`config.mk`:
```
export PLATFORM = sky130hd
export DESIGN_NAME = snn_csr_router
export DESIGN_NICKNAME = d
export VERILOG_FILES = /design/src/rtl/snn_csr_router.sv
export SDC_FILE = /design/constraint.sdc
export NUM_CORES = 1
export LEC_CHECK = 0
export CAP_MARGIN = 10
export CELL_PAD_IN_SITES_DETAIL_PLACEMENT = 0
export CELL_PAD_IN_SITES_GLOBAL_PLACEMENT = 1
export CORE_MARGIN = 3
export CORE_UTILIZATION = 23
export DETAILED_ROUTE_END_ITERATION = 6
export PLACE_DENSITY = 0.83
export SLEW_MARGIN = 5
export SYNTH_ARGS = -nofsm -noshare
export SYNTH_HDL_FRONTEND = slang
export SYNTH_SLANG_ARGS = --single-unit
```
`constraint.sdc`:
```
create_clock -name clk -period 2.5 [get_ports clk]
set_input_delay 0.625 -clock clk [delete_from_list [all_inputs] [get_ports clk]]
set_output_delay 0.625 -clock clk [all_outputs]
set_load 0.005 [all_outputs]
```
`src/rtl/snn_csr_router.sv`:
```
// snn_csr_router: host CSR access router for NUM_UNITS SNN units. Defining SNN_CSR_ROUTER_STATS_EN adds saturating transaction/error counters.
module snn_csr_router #(
    parameter int          NUM_UNITS      = 2,
    parameter int          ADDR_WIDTH     = 16,
    parameter int          DATA_WIDTH     = 32,
    parameter int unsigned UNIT_STRIDE    = 16'h6000,
    parameter int unsigned REGION_SIZE    = 16'h1000,
    parameter int          NUM_REGIONS    = 4,
    parameter int          TIMEOUT_CYCLES = 64,
    localparam int         RW             = NUM_REGIONS > 1 ? $clog2(NUM_REGIONS) : 1,
    localparam int         OW             = $clog2(REGION_SIZE)
) (
    input  logic                            clk,
    input  logic                            rst,
    input  logic                            req_valid,
    output logic                            req_ready,
    input  logic                            req_write,
    input  logic [ADDR_WIDTH-1:0]           req_addr,
    input  logic [DATA_WIDTH-1:0]           req_wdata,
    output logic                            rsp_valid,
    input  logic                            rsp_ready,
    output logic [DATA_WIDTH-1:0]           rsp_rdata,
    output logic                            rsp_err,
    output logic [NUM_UNITS-1:0]            unit_req,
    output logic [RW-1:0]                   unit_region,
    output logic [OW-1:0]                   unit_offset,
    output logic                            unit_write,
    output logic [DATA_WIDTH-1:0]           unit_wdata,
    input  logic [NUM_UNITS-1:0]            unit_ack,
    input  logic [NUM_UNITS*DATA_WIDTH-1:0] unit_rdata
`ifdef SNN_CSR_ROUTER_STATS_EN
    ,
    output logic [15:0]                     stat_txn_cnt,
    output logic [15:0]                     stat_err_cnt
`endif
);
    localparam int UW = NUM_UNITS > 1 ? $clog2(NUM_UNITS) : 1;
    localparam int CW = $clog2(TIMEOUT_CYCLES) + 1;

    typedef enum logic [1:0] {IDLE, ISSUE, RESP} state_t;

    state_t                 state_q, state_d;
    logic [UW-1:0]          unit_sel_q, unit_sel_d;
    logic [NUM_UNITS-1:0]   unit_req_q, unit_req_d;
    logic [RW-1:0]          region_q, region_d;
    logic [OW-1:0]          offset_q, offset_d;
    logic                   write_q, write_d;
    logic [DATA_WIDTH-1:0]  wdata_q, wdata_d;
    logic [CW-1:0]          cnt_q, cnt_d;
    logic [DATA_WIDTH-1:0]  rdata_q, rdata_d;
    logic                   err_q, err_d;
    logic [UW-1:0]          dec_unit;
    logic [31:0]            dec_rel;
    logic [31:0]            dec_region;
    logic                   dec_err;
    logic [DATA_WIDTH-1:0]  sel_rdata;
    logic                   ack_hit;

    // Highest unit whose base lies at or below the address owns it.
    always_comb begin
        dec_unit = '0;
        dec_rel  = 32'(req_addr);
        for (int u = 1; u < NUM_UNITS; u++)
            if (32'(req_addr) >= 32'(u) * UNIT_STRIDE) begin
                dec_unit = UW'(u);
                dec_rel  = 32'(req_addr) - 32'(u) * UNIT_STRIDE;
            end
    end

    assign dec_region = dec_rel >> OW;
    assign dec_err    = dec_region >= 32'(NUM_REGIONS);
    assign sel_rdata  = unit_rdata[32'(unit_sel_q) * DATA_WIDTH +: DATA_WIDTH];
    assign ack_hit    = unit_ack[unit_sel_q];

    always_comb begin
        state_d    = state_q;
        unit_sel_d = unit_sel_q;
        unit_req_d = unit_req_q;
        region_d   = region_q;
        offset_d   = offset_q;
        write_d    = write_q;
        wdata_d    = wdata_q;
        cnt_d      = cnt_q;
        rdata_d    = rdata_q;
        err_d      = err_q;
        if (state_q == IDLE && req_valid) begin
            unit_sel_d = dec_unit;
            region_d   = dec_region[RW-1:0];
            offset_d   = dec_rel[OW-1:0];
            write_d    = req_write;
            wdata_d    = req_wdata;
            cnt_d      = '0;
            rdata_d    = '0;
            err_d      = dec_err;
            unit_req_d = dec_err ? '0 : NUM_UNITS'(1) << dec_unit;
            state_d    = dec_err ? RESP : ISSUE;
        end else if (state_q == ISSUE) begin
            cnt_d = cnt_q + CW'(1);
            // A same-cycle ack takes precedence over the timeout.
            if (ack_hit || cnt_q == CW'(TIMEOUT_CYCLES - 1)) begin
                state_d    = RESP;
                unit_req_d = '0;
                err_d      = !ack_hit;
                rdata_d    = (ack_hit && !write_q) ? sel_rdata : '0;
            end
        end else if (state_q == RESP && rsp_ready) begin
            state_d = IDLE;
            cnt_d   = '0;
            rdata_d = '0;
            err_d   = 1'b0;
        end
    end

    always_ff @(posedge clk) begin
        if (rst) begin
            state_q    <= IDLE;
            unit_sel_q <= '0;
            unit_req_q <= '0;
            region_q   <= '0;
            offset_q   <= '0;
            write_q    <= 1'b0;
            wdata_q    <= '0;
            cnt_q      <= '0;
            rdata_q    <= '0;
            err_q      <= 1'b0;
        end else begin
            state_q    <= state_d;
            unit_sel_q <= unit_sel_d;
            unit_req_q <= unit_req_d;
            region_q   <= region_d;
            offset_q   <= offset_d;
            write_q    <= write_d;
            wdata_q    <= wdata_d;
            cnt_q      <= cnt_d;
            rdata_q    <= rdata_d;
            err_q      <= err_d;
        end
    end

    assign req_ready   = state_q == IDLE && !rst;
    assign rsp_valid   = state_q == RESP;
    assign rsp_rdata   = rdata_q;
    assign rsp_err     = err_q;
    assign unit_req    = unit_req_q;
    assign unit_region = region_q;
    assign unit_offset = offset_q;
    assign unit_write  = write_q;
    assign unit_wdata  = wdata_q;

`ifdef SNN_CSR_ROUTER_STATS_EN
    logic [15:0] txn_q, errc_q;

    always_ff @(posedge clk) begin
        if (rst) begin
            txn_q  <= '0;
            errc_q <= '0;
        end else if (state_q == RESP && rsp_ready) begin
            if (txn_q != 16'hFFFF) txn_q <= txn_q + 16'd1;
            if (err_q && errc_q != 16'hFFFF) errc_q <= errc_q + 16'd1;
        end
    end

    assign stat_txn_cnt = txn_q;
    assign stat_err_cnt = errc_q;
`endif
endmodule

```
# Word level (Yosys, flattened, before mapping)
# Index checks and enable logic that the tools add are counted.
word_totals:
  regBits: 92
  elab_cells: 62
  ram_bits: 0
  latch_bits: 0
  n_memories: 0
  mem_bits_ro: 0
classes:
  order_cmp: 3
  reduce_logical: 17
  mul: 0
  mux: 23
  n_eq_ne: 5
  shift: 2
  n_div: 0
  add_sub_neg: 2
  n_bitwise: 0
op_table:
  columns: ["cell", "count"]
  rows:
  - ["$mux W32", 5]
  - ["$shiftx A64 B7 Y32", 1]
  - ["$ge A20 B3 Y1 const B", 1]
  - ["$mux W2", 9]
  - ["$sub A16 B15 Y17 const B", 1]
  - ["$ge A16 B15 Y1 const B", 1]
  - ["$mux W7", 2]
  - ["$add A7 B1 Y7 const B", 1]
  - ["$eq A7 B6 Y1 const B", 1]
  - ["$mux W1", 7]
  - ["$reduce_and A2 Y1", 3]
  - ["$reduce_bool A2 Y1", 3]
  - ["$logic_and A1 B1 Y1", 4]
  - ["$logic_not A1 Y1", 3]
  - ["$ne A3 B2 Y1 const B", 1]
  - ["$reduce_bool A3 Y1", 1]
  - ["$eq A2 B1 Y1 const B", 1]
  - ["$eq A2 B2 Y1 const B", 1]
  - ["$logic_not A2 Y1", 1]
  - ["$lt A1 B2 Y1 const B", 1]
  - ["$ne A2 B1 Y1 const B", 1]
  - ["$reduce_or A2 Y1", 1]
  - ["$shl A1 B1 Y2 const A", 1]
  - ["$logic_or A1 B1 Y1", 1]

# Logic depth before layout (Yosys ltp)
logic_depth:
  word_depth: 6
  mapped_depth: 8
  ltp_nobuf: 7

# Least setup slack after synthesis
# Ideal clock, no wire load.
synth_timing:
  kind: "input-to-reg"
  start: "in req_addr[13]"
  end: "reg state_q[1]"
  path_slack_ns: -0.034
  setup_time_ns: 0.114
  required_ns: 2.386
  cell_stages: 7
  path_buffers: 0
  t_arrival_ns: 2.419
  path_cell_list: "ha_1 > ha_1 > or4b_4 > o41ai_4 > mux2i_1 > nor2_1 > a2111oi_0"
synth_via:
  elab_chain_cells: 5
  word_cells_on_any_way: 6
synth_lines:
  columns: ["element", "line", "text"]
  rows:
  - ["from (decl)", "18", "input logic [ADDR_WIDTH-1:0] req_addr,"]
  - ["$sub A16 B15 Y17 or $ge A16 B15 Y1 (tied branches)", "66, 64", null]
  - ["$mux W32 (*)", "64", "if (32'(req_addr) >= 32'(u) * UNIT_STRIDE) begin"]
  - ["$ge A20 B3 Y1 (*)", "71", "assign dec_err = dec_region >= 32'(NUM_REGIONS);"]
  - ["$mux W2 (*)", "96", "state_d = dec_err ? RESP : ISSUE;"]
  - ["$mux W2 (*)", "86", "if (state_q == IDLE && req_valid) begin"]
  - ["to (signal assigned)", "127", "state_q <= state_d;"]
  - ["to (decl)", "42", "state_t state_q, state_d;"]
# Mark *: on every way between the ends. The rest lies on a longest branch, timed or not.
# A chain may end at the register's enable or synchronous reset.

# Worst setup path after layout
layout_timing:
  start: "in req_addr[11]"
  end: "reg state_q[1]"
# Same word-level chain as after synthesis.

==> impl_metrics.tcl <==
set metrics [dict create \
    routedWlPerCell_microns 14.33 \
    grt_pass1_vias 3769 \
    grt_antenna_before_repair 1 \
    rr_endpoint "cnt_q[5]$_SDFFE_PP0P_" \
    grtUsageTotal_pct 13.24 \
    core-area_sq_um 15540 \
    clk_latency_ns 0.35 \
    ant_nets 0 \
    cts-buffers-inserted 9 \
    ys_ff_latch 92 \
    grt_max_degree 55 \
    die_h_microns 133.3 \
    dp_worst_setup_slack_ns -0.5670 \
    ys_seq_area_share_pct 49.38 \
    num_vias 3682 \
    hold_depth 2 \
    netlist-cell-type-count 41 \
    worst-path-max-fanout 2 \
    initial_core_util_pct 24.00 \
    endpoint_kind "register" \
    cp_top_family "simple AND/OR/NAND/NOR gates" \
    dr.pass1.iters 4 \
    crit_cells 6 \
    drc 0 \
    layout-drive-gt1-share_pct 7.468 \
    cts_root_buffer "clkbuf_16" \
    die_w_microns 133.3 \
    synth-edff-count 0 \
    crit_type "in2reg" \
    skew_ns 0.01066 \
    finalCritPeriodShare_pct 94.25 \
    drv_slew 0 \
    cp_slowest_cell "or4_1" \
    finalSetupViolations 0 \
    fin_crit_ns 2.356 \
    grt.overflow.total 0 \
    rsz0062_at_grt "false" \
    arrival_ns 2.60 \
    syn_area_sq_um 3730 \
    drt_iter0_markers 117 \
    cts_setup_buffers 0 \
    ctsHoldBuffers 0 \
    rows 45 \
    worst_setup_path_start_kind "primary input" \
    place.gp.congestion 0.7822 \
    synthToLayoutAreaGrowth_pct 69.84 \
    r2r-start "state_q[0]$_SDFFE_PP0P_" \
    layout_common_cells "clkdlybuf4s50_1 (199), nand2_1 (102), dfxtp_1 (91)" \
    grt_pass1_wl_microns 19090 \
    io_buffers 202 \
    wl_microns 11850 \
    fin_tns_setup_ns 0 \
    ys_warn_count 0 \
    path_clk_slew_ns 0.07 \
    cpPeakStageDelay_ns 0.64 \
    final_common_cell "clkdlybuf4s50_1" \
    cts_tree "done" \
    syn_inst 414 \
    viasPerCell 4.452 \
    ir_drop_v 0.0003731 \
    io-pin-count 203 \
    r2r_cells 5 \
    cts_max_path_buffers 2 \
    setup_slack_ns 0.1438 \
    worstHoldPathType "reg2reg" \
    rrSetupSlack_ns 0.67 \
    fin_nets 735 \
    max_clock_freq_mhz 424.4 \
    diodes 0 \
    dp_hpwl_microns 9143 \
    final-hold-violation-count 0 \
    maxCapViolations 0 \
    synth_nets 537 \
    crit_required_ns 2.75 \
    powerDensity_nw_per_um2 570.6 \
    worst_slew_pin_slew_ns 0.5751 \
    die_area_sq_um 17780 \
    h-tree-depth 3 \
    synth_async_sr_flop_share_pct 0 \
    status "finished, final reports clean" \
    cp.buffers_inverters 1 \
    relSlewSlack_pct 61.66 \
    avgSynthCellArea_sq_um 9.009 \
    hold_start "unit_wdata[11]$_SDFFE_PP0P_" \
    cp_cell_sequence "clkdlybuf4s50_1 > or4_1 > o41ai_4 > mux2i_1 > nor2_1 > a2111oi_2" \
    p_leak_nw 2.265 \
    cts_sinks 92 \
    min_to "unit_wdata[11]$_SDFFE_PP0P_" \
    ys.flop_type "dfxtp_1" \
]
layer usage:
layer	part of all wire, %	GRT usage, %	up-vias
met4	1.5	4.286	2
met1	40	14.58	1717
met3	9.6	6.798	16
met2	49	22.21	116
li1	-	-	1831
met5	0.11	0	-
how the worst max path moves through the flow:
stage                            start                      end  slack, ns
6_report                  req_addr[11]  state_q[1]$_SDFFE_PP0P_       0.14
5_1_grt        state_q[1]$_SDFFE_PP0P_                rsp_valid      0.002
4_1_cts                   req_addr[15]  state_q[1]$_SDFFE_PP0P_       0.04
3_5_place_dp              req_addr[13]  state_q[1]$_SDFFE_PP0P_      -0.57
3_3_place_gp              req_addr[13]  state_q[1]$_SDFFE_PP0P_      -0.46
2_1_floorplan             req_addr[13]  state_q[1]$_SDFFE_PP0P_       0.04
kinds of logic (layout without fill, tap and decap cells):
| logic type | count (synthesis) | after routing | share of synthesized area, % |
|---|---|---|---|
| and+or+nand+nor | 148 | 148 | 17.58 |
| AOI/OAI and AO/OA | 100 | 100 | 18.11 |
| DFF | 92 | 92 | 49.38 |
| muxes | 35 | 35 | 9.426 |
| buffers and inverters | 33 | 235 | 3.690 |
| adders and majority gates | 4 | 4 | 1.342 |
| xor gates and xnor gates | 2 | 2 | 0.4697 |
synth_stat cells (2+ instances only):
cell / number / share of area (%)
mux2i_1: 34 / 9.1
nand3_1: 6 / 0.81
ha_1: 4 / 1.3
a21oi_1: 55 / 7.4
o21a_1: 2 / 0.40
nand2_1: 103 / 10
nand2b_1: 3 / 0.50
nor4_1: 2 / 0.34
nor3b_2: 2 / 0.67
dfxtp_1: 92 / 49
nor2_1: 12 / 1.2
o2bb2ai_1: 32 / 7.5
nor3_1: 4 / 0.54
nor2b_1: 3 / 0.50
clkbuf_1: 22 / 2.2
buf_2: 8 / 1.1
nand4_1: 2 / 0.34
xor2_1: 2 / 0.47
or3_1: 3 / 0.50
inv_1: 2 / 0.20
power by group:
part / leakage (nW) / internal [mW] / total (mW) / switching [mW]
Combinational: 1.38 / 0.394 / 0.673 / 0.279
Sequential: 0.749 / 1.53 / 1.57 / 0.0389
Clock: 0.136 / 0.779 / 1.37 / 0.591
tightest hold or removal path, delay by kind of cell (launching register included):
family / cells / cell delay [ns]
AND/OR/NAND/NOR: 1 / 0.05
AO/OA/AOI/OAI: 1 / 0.05
flip-flops: 1 / 0.31
area by class of cell:
class / instances / area (sq um)
Timing Repair Buffer: 218 / 2147
Clock buffer: 9 / 225.2
Fill cell: 1537 / 9205
Sequential cell: 92 / 1843
Multi-Input combinational cell: 289 / 1770
Inverter: 2 / 7.507
Tap cell: 211 / 264.0
Clock inverter: 6 / 77.57
repair_timing:
action	in CTS	in global routing
gates resized for setup	5	0
setup endpoints to repair	1	2
hold endpoints to repair	0	0
cloned	0	0
pin swaps	4	1
sequential cells by signal, indices dropped and copies added (netlist names):
signal and count:
rsp_err 1, rsp_rdata 32, unit_offset 12, state_q 2, cnt_q 7, unit_wdata 32, unit_req 2, unit_region 2
unit_write 1, unit_sel_q 1
per-stage QoR:
step	hold WS [ns]	instance area, sq um	cells	utilization, %	total power [mW]
after floorplan	0.4364	3730	414	-	1.876
after global placement	0.4412	6026	812	38.78	2.274
after detailed placement	0.4455	6026	812	38.78	2.287
after CTS	0.4547	6335	827	40.76	3.680
after global routing	0.4671	6335	827	40.76	3.809
final	0.4518	6335	827	40.76	3.615
No activity file was read; power rests on OpenSTA's default activity.
